<file path="src/rtl/ibuf_pkg.sv">
// Shared defaults and entry layout for the instruction buffer between fetch and decode.
package ibuf_pkg;

    localparam int DEPTH_DEF = 4;
    localparam int INS_W_DEF = 32;
    localparam int PC_W_DEF  = 30;

    typedef struct packed {
        logic [INS_W_DEF-1:0] ins;
        logic [PC_W_DEF-1:0]  pc;
    } ibuf_entry_t;

endpackage

</file>
<file path="src/rtl/ibuf_mem.sv">
// Entry storage for ibuf: one synchronous write port, one asynchronous read port, no reset.
module ibuf_mem #(
    parameter int DEPTH = 4,
    parameter int W     = 62
) (
    input  logic                     clk,
    input  logic                     we,
    input  logic [$clog2(DEPTH)-1:0] waddr,
    input  logic [W-1:0]             wdata,
    input  logic [$clog2(DEPTH)-1:0] raddr,
    output logic [W-1:0]             rdata
);

    logic [W-1:0] mem [DEPTH];

    always_ff @(posedge clk) begin
        if (we) begin
            mem[waddr] <= wdata;
        end
    end

    assign rdata = mem[raddr];

endmodule

</file>
<file path="src/rtl/ibuf.sv">
// Instruction buffer between fetch and decode: DEPTH-entry FIFO with flush, no fall-through.
module ibuf
    import ibuf_pkg::*;
#(
    parameter int DEPTH = DEPTH_DEF,
    parameter int INS_W = INS_W_DEF,
    parameter int PC_W  = PC_W_DEF
) (
    input  logic                     clk,
    input  logic                     reset,
    input  logic                     in_valid,
    input  logic [INS_W-1:0]         in_ins,
    input  logic [PC_W-1:0]          in_pc,
    output logic                     in_ready,
    output logic                     out_valid,
    output logic [INS_W-1:0]         out_ins,
    output logic [PC_W-1:0]          out_pc,
    input  logic                     out_ready,
    input  logic                     flush,
    output logic [$clog2(DEPTH):0]   count
);

    localparam int AW    = $clog2(DEPTH);
    localparam int CW    = AW + 1;
    localparam int ENT_W = INS_W + PC_W;
    localparam logic [CW-1:0] FULL = CW'(DEPTH);

    logic [AW-1:0]    head;
    logic [AW-1:0]    tail;
    logic [CW-1:0]    cnt;
    logic [ENT_W-1:0] rd_data;
    logic             push;
    logic             pop;

    // Handshake: a transfer happens on a rising edge where valid && ready are both
    // high and flush is low; ready and valid depend only on registered occupancy.
    assign in_ready  = (cnt < FULL);
    assign out_valid = (cnt != '0);
    assign push      = in_valid && in_ready && !flush;
    assign pop       = out_valid && out_ready && !flush;
    assign count     = cnt;

    // Pointers wrap naturally because DEPTH is a power of two.
    always_ff @(posedge clk) begin
        if (reset || flush) begin
            head <= '0;
            tail <= '0;
            cnt  <= '0;
        end else begin
            if (push) begin
                tail <= tail + AW'(1);
            end
            if (pop) begin
                head <= head + AW'(1);
            end
            case ({push, pop})
                2'b10:   cnt <= cnt + CW'(1);
                2'b01:   cnt <= cnt - CW'(1);
                default: cnt <= cnt;
            endcase
        end
    end

    ibuf_mem #(
        .DEPTH (DEPTH),
        .W     (ENT_W)
    ) u_mem (
        .clk   (clk),
        .we    (push),
        .waddr (tail),
        .wdata ({in_ins, in_pc}),
        .raddr (head),
        .rdata (rd_data)
    );

    // Storage is never reset, so mask the read data whenever nothing is buffered.
    assign out_ins = out_valid ? rd_data[ENT_W-1:PC_W] : '0;
    assign out_pc  = out_valid ? rd_data[PC_W-1:0]     : '0;

endmodule

</file>
<file path="config.mk">
export PLATFORM = sky130hd
export DESIGN_NAME = ibuf
export DESIGN_NICKNAME = d
export VERILOG_FILES = /design/src/rtl/ibuf_pkg.sv /design/src/rtl/ibuf_mem.sv /design/src/rtl/ibuf.sv
export SDC_FILE = /design/constraint.sdc
export NUM_CORES = 1
export LEC_CHECK = 0
export ABC_AREA = 1
export CORE_AREA = 8 8 132 195
export CTS_CLUSTER_SIZE = 40
export DETAILED_ROUTE_END_ITERATION = 8
export DIE_AREA = 0 0 140 203
export PLACE_DENSITY = 0.7
export REMOVE_ABC_BUFFERS = 1
export SLEW_MARGIN = 30
export SYNTH_ARGS = -nofsm -noshare
export SYNTH_HDL_FRONTEND = slang
export SYNTH_SLANG_ARGS = --single-unit
</file>
<file path="constraint.sdc">
create_clock -name clk -period 5.29 [get_ports clk]
set_input_delay 0.529 -clock clk [delete_from_list [all_inputs] [get_ports clk]]
set_output_delay 0.529 -clock clk [all_outputs]
set_load 0.01 [all_outputs]
</file>
==> results.sh, run 1 <==
export IMPL_max_freq_ghz=0.272
export IMPL_worstPathRequired_ns=4.76
export IMPL_setup_tns_ns=0
export IMPL_cts_tree="yes"
export IMPL_ys_seq_area_frac=0.757
export IMPL_setup_violations=0
export IMPL_row_count=68
export IMPL_cts_clk_slew_worst_paths_ns=0.06
export IMPL_num_vias=6363
export IMPL_p_sw_mw=0.812
export IMPL_cts_htree_levels=1
export IMPL_pwr_share_comb=0.058
export IMPL_worstSkewPairLatency_ns=0.50
export IMPL_die_w_um=140
export IMPL_fin_util=0.541
export IMPL_hold_ws_ns=0.496
export IMPL_report_final_hold_viol_count=0
export IMPL_p_leak_nw=4.13
export IMPL_vias_per_cell=5.21
export IMPL_ys_flop_type="edfxtp_1"
export IMPL_die_h_um=203
export IMPL_grt_max_degree=125
export IMPL_firstDrtPassIters=4
export IMPL_max_slew_worst_pin_slew_ns=0.937
export IMPL_gp_congestion=0.709
export IMPL_ctsHoldBuffers=0
export IMPL_synth_edff_count=248
export IMPL_cp_data_arrival_time_ns=3.15
export IMPL_switching_share=0.198
export IMPL_vdd_drop_max_mv=0.253
export IMPL_drv_slew=0
export IMPL_cts_made_buffers=24
export IMPL_yosys_top_cells_area="edfxtp_1 (74%), nor2_1 (9.7%), o21ai_0 (3.4%)"
export IMPL_wl_per_cell_um=18.2
export IMPL_path_max_fanout=66
export IMPL_io_pins=134
export IMPL_ys_ff_latch=257
export IMPL_cts_resized=0
export IMPL_period_minus_slack_ns=3.68
export IMPL_synthCells=800
export IMPL_synth_xor_area_frac=0
export IMPL_dp_hpwl_mm=12.9
export IMPL_grtUsageTotal=0.153
export IMPL_synth_top_area_frac=0.739
export IMPL_grt_pass1_wl_mm=34.3
export IMPL_min_path_type="reg -> reg"
export IMPL_post_cts_buffers=0
export IMPL_r2r_start="count[2]$_SDFFE_PP0P_"
export IMPL_drc_errors=0
export IMPL_avgSynthCellArea_um2=12.6
export IMPL_nets=996
export IMPL_synth_common_cells="nor2_1 (260), edfxtp_1 (248), o21ai_0 (68), a21oi_1 (67), o21ai_1 (60)"
export IMPL_synth_fa_ha_area_frac=0.00820
export IMPL_cts_sinks=257
export IMPL_critPathKind="reg -> out"
export IMPL_synthMuxAreaShare=0
export IMPL_antenna_left=0
export IMPL_period_share=0.696
export IMPL_die_area_um2=28400
export IMPL_synth_simple_gate_area_frac=0.103
export IMPL_synth_compound_area_frac=0.0969
export IMPL_area_growth_pct=22.5
export IMPL_io_buffers=133
export IMPL_wl_mm=22.2
export IMPL_end_kind="output port"
export IMPL_powerDensity_nw_per_um2=332
export IMPL_p_int_mw=3.29
export IMPL_outcome="complete, no violations"
export IMPL_cap_viol_max_count=0
export IMPL_antenna_found_initial=3
export IMPL_cts_root_buf="clkbuf_16"
export IMPL_finClkSkew_ns=0.00672
export IMPL_yosysMostFrequentCell="nor2_1"
export IMPL_cp_start_kind="flip-flop"
export IMPL_yosysTopAreaCell="edfxtp_1"
export IMPL_n_fill_cell=1885
export IMPL_synth_top_family_by_area="simple AND/OR/NAND/NOR gates"
export IMPL_layout_drive_gt1_share=0.0543
export IMPL_drt_initial_drc_count=433
export IMPL_clock_path_buffers=3
export IMPL_synth_cell_type_count=18
export IMPL_p_seq_frac=0.555
export IMPL_synthesis_yosys_warnings=0
export IMPL_pwr_share_clk=0.387
export IMPL_timing_slew_headroom=0.374
export IMPL_synthesis_area_um2=10100
export IMPL_fp_coreArea_um2=22800
export IMPL_hp_start="head[1]$_SDFFE_PP0P_"
export IMPL_async_reset_ff_frac=0
export IMPL_grt_pass1_vias=6587
export IMPL_overflow=0
export IMPL_rsz0062_at_grt="false"
export IMPL_initial_core_util=0.442
-- routing by layer --
metal / GRT usage / routed length (µm) / up-vias
met1: 0.166 / 8460 / 3089
met3: 0.0289 / 1180 / 41
li1: - / - / 3062
met4: 0.0673 / 656 / 2
met2: 0.282 / 11800 / 169
met5: 0 / 15 / -
-- area by class of cell --
type                    instances  area (µm²)  share of cell area
flip-flops and latches        257        7630               0.618
multi-input cells             476        2130               0.172
repair buffers                143        1420               0.115
clock buffers                  32         652              0.0528
well taps                     280         350              0.0284
inverters                      21        83.8             0.00679
clock inverters                10        73.8             0.00598
diodes                          2        5.00            0.000406
-- critical path: stages (launching register included) --
cell and delay (ns):
dfxtp_4 0.77, buf_4 0.65, nor2_1 0.11, nor2_1 0.10, o21ai_0 0.09, a21oi_1 0.28
clkdlybuf4s50_1 0.60
-- path summary, 6_finish.rpt --
path,endpoint,slack [ns],cells past startpoint
setup / recovery,out_ins[31],1.61,6
hold / removal,flip-flop,0.50,2
setup reg to reg,u_mem.mem[3][52]$_DFFE_PP_,2.67,4
hold reg to reg,flip-flop,0.50,2
-- through the flow --
step / cell area, µm² / total power [mW] / setup slack (ns) / std cells
2_1_floorplan: 9800 / 2.40 / 1.02 / 754
3_3_place_gp: 11600 / 2.55 / 2.08 / 1177
3_5_place_dp: 11600 / 2.56 / 2.05 / 1177
4_1_cts: 12300 / 4.13 / 1.55 / 1219
5_1_grt: 12300 / 4.23 / 1.33 / 1221
6_report: 12300 / 4.10 / 1.61 / 1221
-- state kept, by name, summed over array words and instances (netlist names), named ones only --
register	cells
tail	2
u_mem.mem	248
count	3
head	2
-- cells by family after synthesis --
kind of cell | after synthesis
AND/OR/NAND/NOR | 275
flip-flops | 257
AO/OA/AOI/OAI | 195
buffers and inverters | 67
adder cells (fa/ha/maj) | 6
-- power groups by stage --
stage	registers [mW]	logic, mW	clock network, mW
2_1_floorplan	2.32	0.0809	0
3_3_place_gp	2.32	0.235	0
3_5_place_dp	2.32	0.240	0
4_1_cts	2.28	0.241	1.62
5_1_grt	2.28	0.257	1.70
6_report	2.28	0.236	1.59
-- cell usage in the layout (no fill, tap or decap), types with 3 or more instances in the layout --
cell type	netlist	routed
a21oi_1	67	67
buf_4	1	9
clkbuf_1	16	7
clkbuf_16	0	25
clkdlybuf4s50_1	0	133
clkinv_1	0	3
clkinv_2	0	5
dfxtp_1	9	7
edfxtp_1	248	248
ha_1	5	5
inv_1	18	18
nand2_1	11	11
nand3_1	4	4
nor2_1	260	256
nor2_4	0	4
o21ai_0	68	68
o21ai_1	60	60
No activity file was read; power rests on OpenSTA's default activity.
==> inputs of run 2 (changes only) <==
==> constraint.sdc (replaced) <==
create_clock -name clk -period 3.6 [get_ports clk]
set_input_delay 0.36 -clock clk [delete_from_list [all_inputs] [get_ports clk]]
set_output_delay 0.36 -clock clk [all_outputs]
set_load 0.01 [all_outputs]
==> run 2 against run 1 <==
Clock power is 43% higher. Core utilization is 0.082 points higher. Global-route usage is 0.23 points higher. Power is 46% higher. Clock skew hardly changed. First-iteration DRC count is 0.69% higher. Setup slack worse by 1.3 ns. Critical endpoint is now out_ins[4].
==> results.sh, run 2 (synthesized netlist as in run 1, its figures left out) <==
export IMPL_area_growth_pct=22.7
export IMPL_io_pins=134
export IMPL_wl_per_cell_um=18.2
export IMPL_cts_made_buffers=22
export IMPL_timing_slew_headroom=0.474
export IMPL_regToRegEndpoint="u_mem.mem[1][41]$_DFFE_PP_"
export IMPL_firstDrtPassIters=5
export IMPL_die_area_um2=28400
export IMPL_antenna_left=0
export IMPL_grt_pass1_wl_mm=34.7
export IMPL_worstSkewPairLatency_ns=0.50
export IMPL_hold_path_depth=2
export IMPL_cts_tree="yes"
export IMPL_drt_initial_drc_count=436
export IMPL_antenna_found_initial=1
export IMPL_final_common_cell="nor2_1"
export IMPL_report_final_hold_viol_count=0
export IMPL_min_path_type="reg -> reg"
export IMPL_p_leak_nw=4.14
export IMPL_outcome="complete, no violations"
export IMPL_cp_data_arrival_time_ns=2.95
export IMPL_initial_core_util=0.442
export IMPL_period_share=0.920
export IMPL_dp_hpwl_mm=13.6
export IMPL_final_cell_mix="nor2_1 (256), edfxtp_1 (248), clkdlybuf4s50_1 (133), o21ai_0 (68), a21oi_1 (67)"
export IMPL_die_h_um=203
export IMPL_r2r_start="count[2]$_SDFFE_PP0P_"
export IMPL_critPathKind="reg -> out"
export IMPL_n_fill_cell=1855
export IMPL_cts_sinks=257
export IMPL_cts_clk_slew_worst_paths_ns=0.06
export IMPL_cp_slowest_cell="clkinv_2"
export IMPL_grt_max_degree=125
export IMPL_drc_errors=0
export IMPL_ctsHoldBuffers=0
export IMPL_hp_start="head[1]$_SDFFE_PP0P_"
export IMPL_row_count=68
export IMPL_drv_slew=0
export IMPL_setup_tns_ns=0
export IMPL_rsz0062_at_grt="false"
export IMPL_post_cts_buffers=0
export IMPL_crit_family="buffers and inverters"
export IMPL_startpoint="count[2]$_SDFFE_PP0P_"
export IMPL_cpPeakStageDelay_ns=0.61
export IMPL_wl_mm=22.2
export IMPL_die_w_um=140
export IMPL_regToRegSetupSlack_ns=1.47
export IMPL_cts_resized=0
export IMPL_cts_root_buf="clkbuf_16"
export IMPL_antenna_cells=0
export IMPL_nets=998
export IMPL_top_register="u_mem.mem"
export IMPL_setup_violations=0
export IMPL_cap_viol_max_count=0
export IMPL_reg2reg_depth=4
export IMPL_end_kind="output port"
export IMPL_path_max_fanout=46
export IMPL_cp_start_kind="flip-flop"
export IMPL_largest_reg_flops=248
export IMPL_critical_path_buf_inv_count=4
export IMPL_vdd_drop_max_mv=0.345
export IMPL_layout_drive_gt1_share=0.0564
export IMPL_gp_congestion=0.746
export IMPL_fp_coreArea_um2=22800
export IMPL_cts_htree_levels=1
export IMPL_crit_chain="inv_1, nand2_1, clkinv_2, buf_4, a21oi_1, clkdlybuf4s50_1"
export IMPL_finClkSkew_ns=0.00695
export IMPL_num_vias=6359
export IMPL_fin_util=0.542
export IMPL_max_freq_ghz=0.302
export IMPL_powerDensity_nw_per_um2=483
export IMPL_grtUsageTotal=0.155
export IMPL_clock_path_buffers=3
export IMPL_overflow=0
export IMPL_grt_pass1_vias=6670
export IMPL_period_minus_slack_ns=3.31
export IMPL_worstPathRequired_ns=3.24
export IMPL_max_slew_worst_pin_slew_ns=0.788
export IMPL_vias_per_cell=5.21
export IMPL_io_buffers=133
[run 2: cell types whose count changed in the layout (fill, tap and decap cells not counted), sizes merged, moves of 2 or more]
cell and change:
clkbuf -6, buf +4, inv -2, clkinv +5, diode -2
[run 2: per-stage QoR]
step	total power, mW	std cells	setup WS, ns	area [µm²]	hold slack [ns]
finish	5.97	1220	0.289	12400	0.487
CTS	6.01	1220	0.427	12400	0.480
detailed placement	3.76	1181	0.970	11700	0.480
global placement	3.76	1181	1.04	11700	0.475
floorplan	3.53	754	-0.502	9800	0.459
global route	6.15	1220	0.0298	12400	0.502
[run 2: metal layers]
layer / track usage / vias to the layer above / share of wire
met4: 0.0580 / 2 / 0.023
met1: 0.165 / 3103 / 0.38
li1: - / 3062 / -
met5: 0 / - / 0.00058
met3: 0.0303 / 34 / 0.053
met2: 0.294 / 158 / 0.54
[run 2: how the worst max path moves through the flow]
stage	end	depth (start not counted)	slack, ns
finish	out_ins[4]	6	0.29
floorplan	out_pc[28]	3	-0.50
global placement	out_ins[4]	6	1.04
global route	out_ins[4]	6	0.03
CTS	out_ins[1]	6	0.43
detailed placement	out_ins[1]	6	0.97
[run 2: where the power goes]
part | switching [mW] | internal, mW
logic | 0.192 | 0.162
clock network | 0.968 | 1.30
registers | 0.0121 | 3.33
[run 2: layout make-up]
cell class,instances,area [µm²],share of cell area
inverter,21,83.8,0.00678
tap,280,350,0.0283
clock inverter,13,108,0.00871
sequential,257,7630,0.617
timing repair buffer,147,1470,0.119
clock buffer,26,587,0.0475
multi-input combinational,476,2130,0.172
[run 2: tightest hold or removal path: cells and delay by family (launching register included)]
family	cells	cell delay (ns)
AOI/OAI and AO/OA	1	0.06
DFF	1	0.32
and+or+nand+nor	1	0.06
